==> src/rtl/fish_sprite_engine_if.sv <==
// Sprite ROM address/data bus between the fish engine (master) and the 32x16 sprite ROM (slave).
// Latency: ROM returns rom_data one clk after rom_row/rom_col. Backpressure: none, the ROM is always ready.
// The interface only groups the address and data wires; it holds no state.
interface fish_sprite_engine_if;
    logic [3:0]  rom_row;
    logic [4:0]  rom_col;
    logic [11:0] rom_data;

    modport master (output rom_row, output rom_col, input rom_data);
    modport slave  (input rom_row, input rom_col, output rom_data);
endinterface

==> src/rtl/fish_sprite_engine.sv <==
// Fish sprite engine: hit test, mirrored ROM addressing, colour keying, and a frame-tick swim FSM. Optional FISH_BOB_EN adds vertical bob.
// Latency: 2 clk from x/y to fish_on/rgb_out. Position moves only on frame_tick.
// Backpressure: none. Pixels stream every clk, and the ROM answers a fixed one cycle later.
module fish_sprite_engine #(
    parameter int          SPRITE_W  = 32,
    parameter int          SPRITE_H  = 16,
    parameter int          H_MAX     = 640,
    parameter int          X_START   = 100,
    parameter int          Y_START   = 200,
    parameter int          SPEED     = 1,
    parameter logic [11:0] KEY_COLOR = 12'h0F0
) (
    input  logic                        clk,
    input  logic                        reset_n,
    input  logic                        video_on,
    input  logic [9:0]                  x,
    input  logic [9:0]                  y,
    input  logic                        frame_tick,
    input  logic                        enable,
    input  logic                        caught,
    fish_sprite_engine_if.master        rom,
    output logic                        fish_on,
    output logic [11:0]                 rgb_out,
    output logic [9:0]                  fish_x,
    output logic [9:0]                  fish_y,
    output logic                        dir
);
    localparam int X_MAX = H_MAX - SPRITE_W;

    typedef enum logic [1:0] {IDLE, SWIM_R, SWIM_L, HOOKED} state_t;

    state_t      state, state_nxt;
    logic [9:0]  x_nxt;
    logic        dir_nxt;
    logic        swim_move;
    logic        hit;
    logic        hit_d, von_d;
    logic        pix_on;
    logic [10:0] x_end, y_end;
    logic [4:0]  dx;
    logic [3:0]  dy;

    // Hit test is done in 11 bits so a sprite near the right/bottom edge never wraps.
    always_comb begin
        x_end = {1'b0, fish_x} + 11'(SPRITE_W);
        y_end = {1'b0, fish_y} + 11'(SPRITE_H);
        hit   = (x >= fish_x) && ({1'b0, x} < x_end) &&
                (y >= fish_y) && ({1'b0, y} < y_end);
        dx    = x[4:0] - fish_x[4:0];
        dy    = y[3:0] - fish_y[3:0];
    end

    always_comb begin
        rom.rom_row = 4'd0;
        rom.rom_col = 5'd0;
        if (hit) begin
            rom.rom_row = dy;
            rom.rom_col = dir ? dx : (5'(SPRITE_W - 1) - dx);
        end
    end

    assign pix_on = hit_d && von_d && (rom.rom_data != KEY_COLOR);

    always_ff @(posedge clk) begin
        if (!reset_n) begin
            hit_d   <= 1'b0;
            von_d   <= 1'b0;
            fish_on <= 1'b0;
            rgb_out <= 12'd0;
        end else begin
            hit_d   <= hit;
            von_d   <= video_on;
            fish_on <= pix_on;
            rgb_out <= pix_on ? rom.rom_data : 12'd0;
        end
    end

    always_ff @(posedge clk) begin
        if (!reset_n) begin
            state  <= IDLE;
            fish_x <= 10'(X_START);
            dir    <= 1'b1;
        end else begin
            state  <= state_nxt;
            fish_x <= x_nxt;
            dir    <= dir_nxt;
        end
    end

    always_comb begin
        state_nxt = state;
        x_nxt     = fish_x;
        dir_nxt   = dir;
        case (state)
            IDLE: begin
                if (frame_tick && enable) begin
                    state_nxt = SWIM_R;
                    dir_nxt   = 1'b1;
                end
            end
            SWIM_R: begin
                if (caught) begin
                    state_nxt = HOOKED;
                end else if (swim_move) begin
                    if (fish_x >= 10'(X_MAX - SPEED)) begin
                        x_nxt     = 10'(X_MAX);
                        dir_nxt   = 1'b0;
                        state_nxt = SWIM_L;
                    end else begin
                        x_nxt = fish_x + 10'(SPEED);
                    end
                end
            end
            SWIM_L: begin
                if (caught) begin
                    state_nxt = HOOKED;
                end else if (swim_move) begin
                    if (fish_x <= 10'(SPEED)) begin
                        x_nxt     = 10'd0;
                        dir_nxt   = 1'b1;
                        state_nxt = SWIM_R;
                    end else begin
                        x_nxt = fish_x - 10'(SPEED);
                    end
                end
            end
            HOOKED: begin
                if (frame_tick && !caught)
                    state_nxt = dir ? SWIM_R : SWIM_L;
            end
            default: state_nxt = IDLE;
        endcase
    end

    always_comb begin
        swim_move = frame_tick && enable && !caught &&
                    ((state == SWIM_R) || (state == SWIM_L));
    end

`ifdef FISH_BOB_EN
    logic [2:0]        bob_cnt;
    logic signed [2:0] bob_off, bob_step;
    logic              bob_up;

    assign bob_step = bob_up ? (bob_off - 3'sd1) : (bob_off + 3'sd1);

    // Bob only advances on ticks that actually move the fish, so it freezes in IDLE/HOOKED.
    always_ff @(posedge clk) begin
        if (!reset_n) begin
            bob_cnt <= 3'd0;
            bob_off <= 3'sd0;
            bob_up  <= 1'b1;
        end else if (swim_move) begin
            bob_cnt <= bob_cnt + 3'd1;
            if (bob_cnt == 3'd7) begin
                bob_off <= bob_step;
                if (bob_step == -3'sd2)
                    bob_up <= 1'b0;
                else if (bob_step == 3'sd2)
                    bob_up <= 1'b1;
            end
        end
    end

    assign fish_y = 10'(Y_START) + {{7{bob_off[2]}}, bob_off};
`else
    assign fish_y = 10'(Y_START);
`endif

endmodule

==> src/flat_wrapper.sv <==
// flat-port wrapper written by rule: the top's interface ports become plain ports
module fish_sprite_engine_flat 
#(
    parameter int          SPRITE_W  = 32,
    parameter int          SPRITE_H  = 16,
    parameter int          H_MAX     = 640,
    parameter int          X_START   = 100,
    parameter int          Y_START   = 200,
    parameter int          SPEED     = 1,
    parameter logic [11:0] KEY_COLOR = 12'h0F0
)
  (clk, reset_n, video_on, x, y, frame_tick, enable, caught, fish_on, rgb_out, fish_x, fish_y, dir, rom_rom_row, rom_rom_col, rom_rom_data);
  fish_sprite_engine_if rom_i ();
  input  logic clk;
  input  logic reset_n;
  input  logic video_on;
  input  logic [9:0] x;
  input  logic [9:0] y;
  input  logic frame_tick;
  input  logic enable;
  input  logic caught;
  output logic fish_on;
  output logic [11:0] rgb_out;
  output logic [9:0] fish_x;
  output logic [9:0] fish_y;
  output logic dir;
  output wire logic [$bits(rom_i.rom_row)-1:0] rom_rom_row;
  output wire logic [$bits(rom_i.rom_col)-1:0] rom_rom_col;
  input wire logic [$bits(rom_i.rom_data)-1:0] rom_rom_data;
  assign rom_rom_row = rom_i.rom_row;
  assign rom_rom_col = rom_i.rom_col;
  assign rom_i.rom_data = rom_rom_data;
  fish_sprite_engine #(.SPRITE_W(SPRITE_W), .SPRITE_H(SPRITE_H), .H_MAX(H_MAX), .X_START(X_START), .Y_START(Y_START), .SPEED(SPEED), .KEY_COLOR(KEY_COLOR)) u_core (.clk(clk), .reset_n(reset_n), .video_on(video_on), .x(x), .y(y), .frame_tick(frame_tick), .enable(enable), .caught(caught), .rom(rom_i), .fish_on(fish_on), .rgb_out(rgb_out), .fish_x(fish_x), .fish_y(fish_y), .dir(dir));
endmodule
==> config.mk <==
export PLATFORM = sky130hd
export DESIGN_NAME = fish_sprite_engine_flat
export DESIGN_NICKNAME = d
export VERILOG_FILES = /design/src/rtl/fish_sprite_engine_if.sv /design/src/rtl/fish_sprite_engine.sv /design/src/flat_wrapper.sv
export SDC_FILE = /design/constraint.sdc
export NUM_CORES = 1
export LEC_CHECK = 0
export CAP_MARGIN = 20
export CORE_ASPECT_RATIO = 1.25
export CORE_MARGIN = 2
export CORE_UTILIZATION = 46
export DETAILED_ROUTE_END_ITERATION = 10
export MAX_ROUTING_LAYER = met4
export PLACE_DENSITY = 0.9
export SYNTH_ARGS = -nofsm -noshare
export SYNTH_HDL_FRONTEND = slang
export SYNTH_SLANG_ARGS = --single-unit
==> constraint.sdc <==
create_clock -name clk -period 3.2 [get_ports clk]
set_input_delay 0.64 -clock clk [delete_from_list [all_inputs] [get_ports clk]]
set_output_delay 0.64 -clock clk [all_outputs]
set_load 0.01 [all_outputs]
# Word-level counts from Yosys, hierarchy flattened
# Cells that the tools add are included.
# word_totals
ff_bits	28
inputBits	38
output_inout_bits	43
# op_classes
addsub	6
magnitude_cmp	6
eq_ne	16
n_mux	28
reduce_logical	18
# op_table
operator	n
two-way mux 10 bit	6
case mux 10 bit (2 select lines)	1
two-way mux 2 bit	9
inequality test 12 x 8 -> 1 bit (second input constant)	1
inequality test 2 x 1 -> 1 bit (second input constant)	6
inequality test 3 x 2 -> 1 bit (second input constant)	4
adder 10 x 6 -> 11 bit (second input constant)	1
less-than comparator 10 x 11 -> 1 bit	1
adder 10 x 1 -> 10 bit (second input constant)	1
>= comparator 10 bit	1
>= comparator 10 bit (second input constant)	1
>= comparator 10 x 8 -> 1 bit (second input constant)	1
less-or-equal comparator 10 x 1 -> 1 bit (second input constant)	1
less-than comparator 10 x 8 -> 1 bit (second input constant)	1
two-way mux 5 bit	2
subtractor 10 x 1 -> 10 bit (second input constant)	1
logical AND 1 bit	9
case mux 2 bit (4 select lines)	1
AND reduction 8 bit	1
two-way mux 1 bit	7
AND reduction 6 bit	1
AND reduction 5 bit	1
subtractor 5 bit	1
subtractor 5 bit (first input constant)	1
12 further kinds	14

# Longest topological paths before layout
# depth
depth_word	6
mapped_depth	10
mapped_depth_nobuf	10

# Worst setup path before layout
# Ideal clock, no wire load.
# synth_timing
path_type	input port to output port
from	input port x[0]
to	output port rom_rom_col[0]
arrival_time_ps	2238
required_time_ps	2560
setup_slack_ps	322
cell_stages	10
n_path_buf	0
cell_sequence	inv_1 > ha_1 > inv_1 > fa_1 > nand2_1 > nand2_1 > a21oi_1 > a211oi_1 > o21ai_1 > nor3_1
# synth_via
elab_chain_cells	5
elab_cells_between_ends	9
# synth_lines
item	line	text
start, declared	flat_wrapper.sv:17	input logic [9:0] x;
parallel branches: the longest is 4 deep, another holds subtractor 5 bit	--	
two-way mux 5 bit (*)	fish_sprite_engine.sv:56	if (hit) begin
end, declared	flat_wrapper.sv:28	output wire logic [$bits(rom_i.rom_col)-1:0] rom_rom_col;
# Mark *: on every way between the ends.

# Worst setup path in the final report
# layout_timing
from	input port x[4]
to	output port rom_rom_col[0]
# layout_via
elab_chain_cells	5
elab_cells_between_ends	6
# layout_lines
item	line	text
less-than comparator 10 x 11 -> 1 bit or >= comparator 10 bit (tied branches)	fish_sprite_engine.sv:47	hit = (x >= fish_x) && ({1'b0, x} < x_end) &&
logical AND 1 bit (*) (2 in a row)	fish_sprite_engine.sv:47	
logical AND 1 bit (*)	fish_sprite_engine.sv:48	(y >= fish_y) && ({1'b0, y} < y_end);
two-way mux 5 bit (*)	fish_sprite_engine.sv:56	
# Every way passes the cells marked *; elsewhere a longest branch is shown, timed or not.

==> impl_results.md <==
* Final global-route overflow total at 0
* Top post-synthesis cells by count: 28 x dfxtp_1, 24 x ha_1, 19 x inv_1
* Share of post-route cells with drive strength above 1 at 0.2139
* Setup violations, final at 0
* CTS Root Cell: clkbuf_8
* Die W at 67.17 um
* Fin crit share at 0.9775
* Share of synthesized flip-flops with an asynchronous set or reset at 0
* DRT antenna net count at 0
* Placed instance count at 425
* Die area at 0.005573 mm2
* Clock transition at the registers of the reported paths at 0.11 ns
* Wire per inst at 17.07 um
* Final Core Density at 0.7111
* CTS Hold Bufs at 0
* Clk buf depth at 2
* Synth warn at 0
* Final Max Tran Viols at 0
* Leakage power at 1.379 nW
* Min Hold Slack at 0.5668 ns
* Crit-path max FO at 5
* First-pass GRT wire length at 11720 um
* Reg area at 563.0 um2
* CTS H-tree depth at 1
* Remaining DRCs at 0
* Num CTS Buffers at 3
* Ys flop type: dfxtp_1
* Worst vdd rail ir drop at 487.5 uV
* Kind of critical path: in -> out
* Critical Path Max Stage Delay at 0.43 ns
* Final setup skew at 0.01001 ns
* Synthesized instance count at 279
* Max transition margin at 0.5368
* Area growth syn-to-layout at 47.66%
* Gr usage total at 0.2708
* Post-DP Area at 0.003139 mm2
* CTS tree: built
* Reg-to-Reg End: u_core.fish_x[8]
* Multi-input gate area at 0.001687 mm2
* Initial antenna violation count at 0
* Top cell type's share of synthesized area at 0.2443
* Setup crit end kind: primary output
* R2r worst-path depth at 8
* Via count at 2532
* Fill cell count at 360
* Crit path DAT at 2.49 ns
* Core Rows at 28
* Post-synthesis register bit count at 28
* Min-delay src: u_core.fish_x[8]
* Largest net degree at the start of global routing at 17
* Crit Reg-Reg Startpoint: u_core.fish_x[0]
* Non-Filler Instances at 434
* Worst min path class: reg -> reg
* I/O Buffers at 70
* Clock period minus worst slack at 3.128 ns
* Syn Area/Cell at 8.225 um2
* Crit path max-delay cell type: clkdlybuf4s50_1
* WP buf/inv at 2
* Critical Path RT at 2.56 ns
* N_diodes at 0
* Clock sink count at 28
* Worst-path cell chain: clkdlybuf4s50_1 > ha_1 > a21o_1 > o21ai_2 > a31oi_4 > nor3_1 > buf_2
* GPL Wtd Cong at 0.9008
* Worst setup path start: x[4]
* Number of global-route vias before repair at 2489
* Worst slew pin tran at 0.6926 ns
* Unique cell type count in the Yosys netlist at 59
* CP top delay family: compound AO/OA/AOI/OAI gates
* Register area share after synthesis at 0.2443
* Post-synth EDFFs at 0
* Status: complete, no violations
* Core ar. at 0.004765 mm2
* Fmax at 319.7 MHz
* IO Pins at 81
* Count leader, synth: dfxtp_1
* Iter 0 DRT Violations at 247
* # nets final at 438
* Die Y at 82.97 um
* Final HPWL DP at 5275 um
* Initial Utilization at 0.4816
* R2R setup slack at 0.69 ns
* Mapped Area at 0.002295 mm2
* Synth area leaders: dfxtp_1 24%, ha_1 13%, xnor2_1 4.2%
* Hold endpoint: u_core.fish_x[8]
* Pwr Density at 505.0 mW/mm2
* Type of origin of the critical path: input port
* Total routed wirelength at 7408 um
* Final Power at 1.711 mW
* Vias per cell at 5.834
* Worst skew pair latency at 0.29 ns
* Max Cap Viol at 0
* Final Cell Area at 0.003388 mm2
* Final Hold Viols at 0
* Pre-antenna DRT Iters at 5
* Cell taking the most area after synthesis: dfxtp_1
* WHS Path Cells at 2
[area by class of cell]
cell class                      instances  area share
Timing Repair Buffer                  102      0.2718
Inverter                               19     0.02105
Multi-Input combinational cell        221      0.4978
Clock buffer                            3     0.01219
Tap cell                               60     0.02216
Clock inverter                          1    0.008863
Sequential cell                        28      0.1662
[where the power goes]
group | internal [mW] | switching [mW] | total [mW]
sequential | 0.385 | 0.0485 | 0.433
combinational | 0.442 | 0.545 | 0.987
clock | 0.168 | 0.123 | 0.291
total | 0.994 | 0.717 | 1.71
[tightest hold or removal path: stages, from the launching register on]
cell	delay, ns
dfxtp_1	0.35
a21oi_1	0.12
nor3_1	0.06
[registers in the layout, summed over array words and instances, names as in the netlist]
name	count
u_core.dir	1
u_core.fish_on	1
u_core.fish_x	10
u_core.hit_d	1
u_core.rgb_out	12
u_core.state	2
u_core.von_d	1
[cell usage in the layout, fill, tap and decap left out, types with 3 or more instances in the layout]
master and count:
nor4b_1 3, o21ai_2 3, nand2_1 14, a21oi_1 15, nor3_2 3, o21ai_1 3, a221oi_1 3, nor2_1 17
a31oi_1 3, ha_4 5, a2111oi_0 3, and2_1 14, inv_1 18, nor2b_1 4, nor3_1 10, buf_4 30
ha_1 18, o211ai_1 3, clkbuf_8 3, nand3_1 9, clkdlybuf4s50_1 53, dlymetal6s2s_1 7, a211oi_1 7, dfxtp_1 26
conb_1 10, nor3b_2 3, xnor2_1 11, buf_2 9, o21ai_0 14
[stage by stage]
| step | TNS, ns | setup slack [ns] |
|---|---|---|
| 6_report | 0 | 0.07211 |
| 5_1_grt | -0.1237 | -0.05728 |
| 4_1_cts | -0.01330 | -0.01330 |
| 3_5_place_dp | -5.710 | -0.6454 |
| 3_3_place_gp | -4.200 | -0.4767 |
| 2_1_floorplan | 0 | 0.3223 |
[repair_timing]
item	in CTS	in global routing
endpoints found under the setup margin	9	9
gates cloned	1	1
buffers inserted	2	1
resized for setup	60	18
pin swaps	11	17
[cell families after synthesis]
group / after synthesis / synth area share
other: 2 / 0.003273
DFF: 28 / 0.2443
xor gates and xnor gates: 13 / 0.04962
AOI/OAI and AO/OA: 76 / 0.2263
and+or+nand+nor: 96 / 0.2312
adders and majority gates: 25 / 0.1396
buffers and inverters: 39 / 0.1058
[worst max-delay path by stage]
stage	slack, ns	cells past startpoint	to
finish	0.07	7	rom_rom_col[0]
global route	-0.06	7	rom_rom_col[0]
CTS	-0.01	9	rom_rom_col[0]
detailed placement	-0.65	9	rom_rom_row[2]
global placement	-0.48	9	rom_rom_row[1]
floorplan	0.32	10	rom_rom_col[0]
[metal layers]
metal,wire (um),vias to the layer above,global-route usage
li1,-,1188,-
met5,0,-,-
met4,212,0,0.09276
met1,2871,1196,0.3235
met3,469,22,0.02846
met2,3854,126,0.4617
Note: power is estimated with default switching activity, not from simulation.
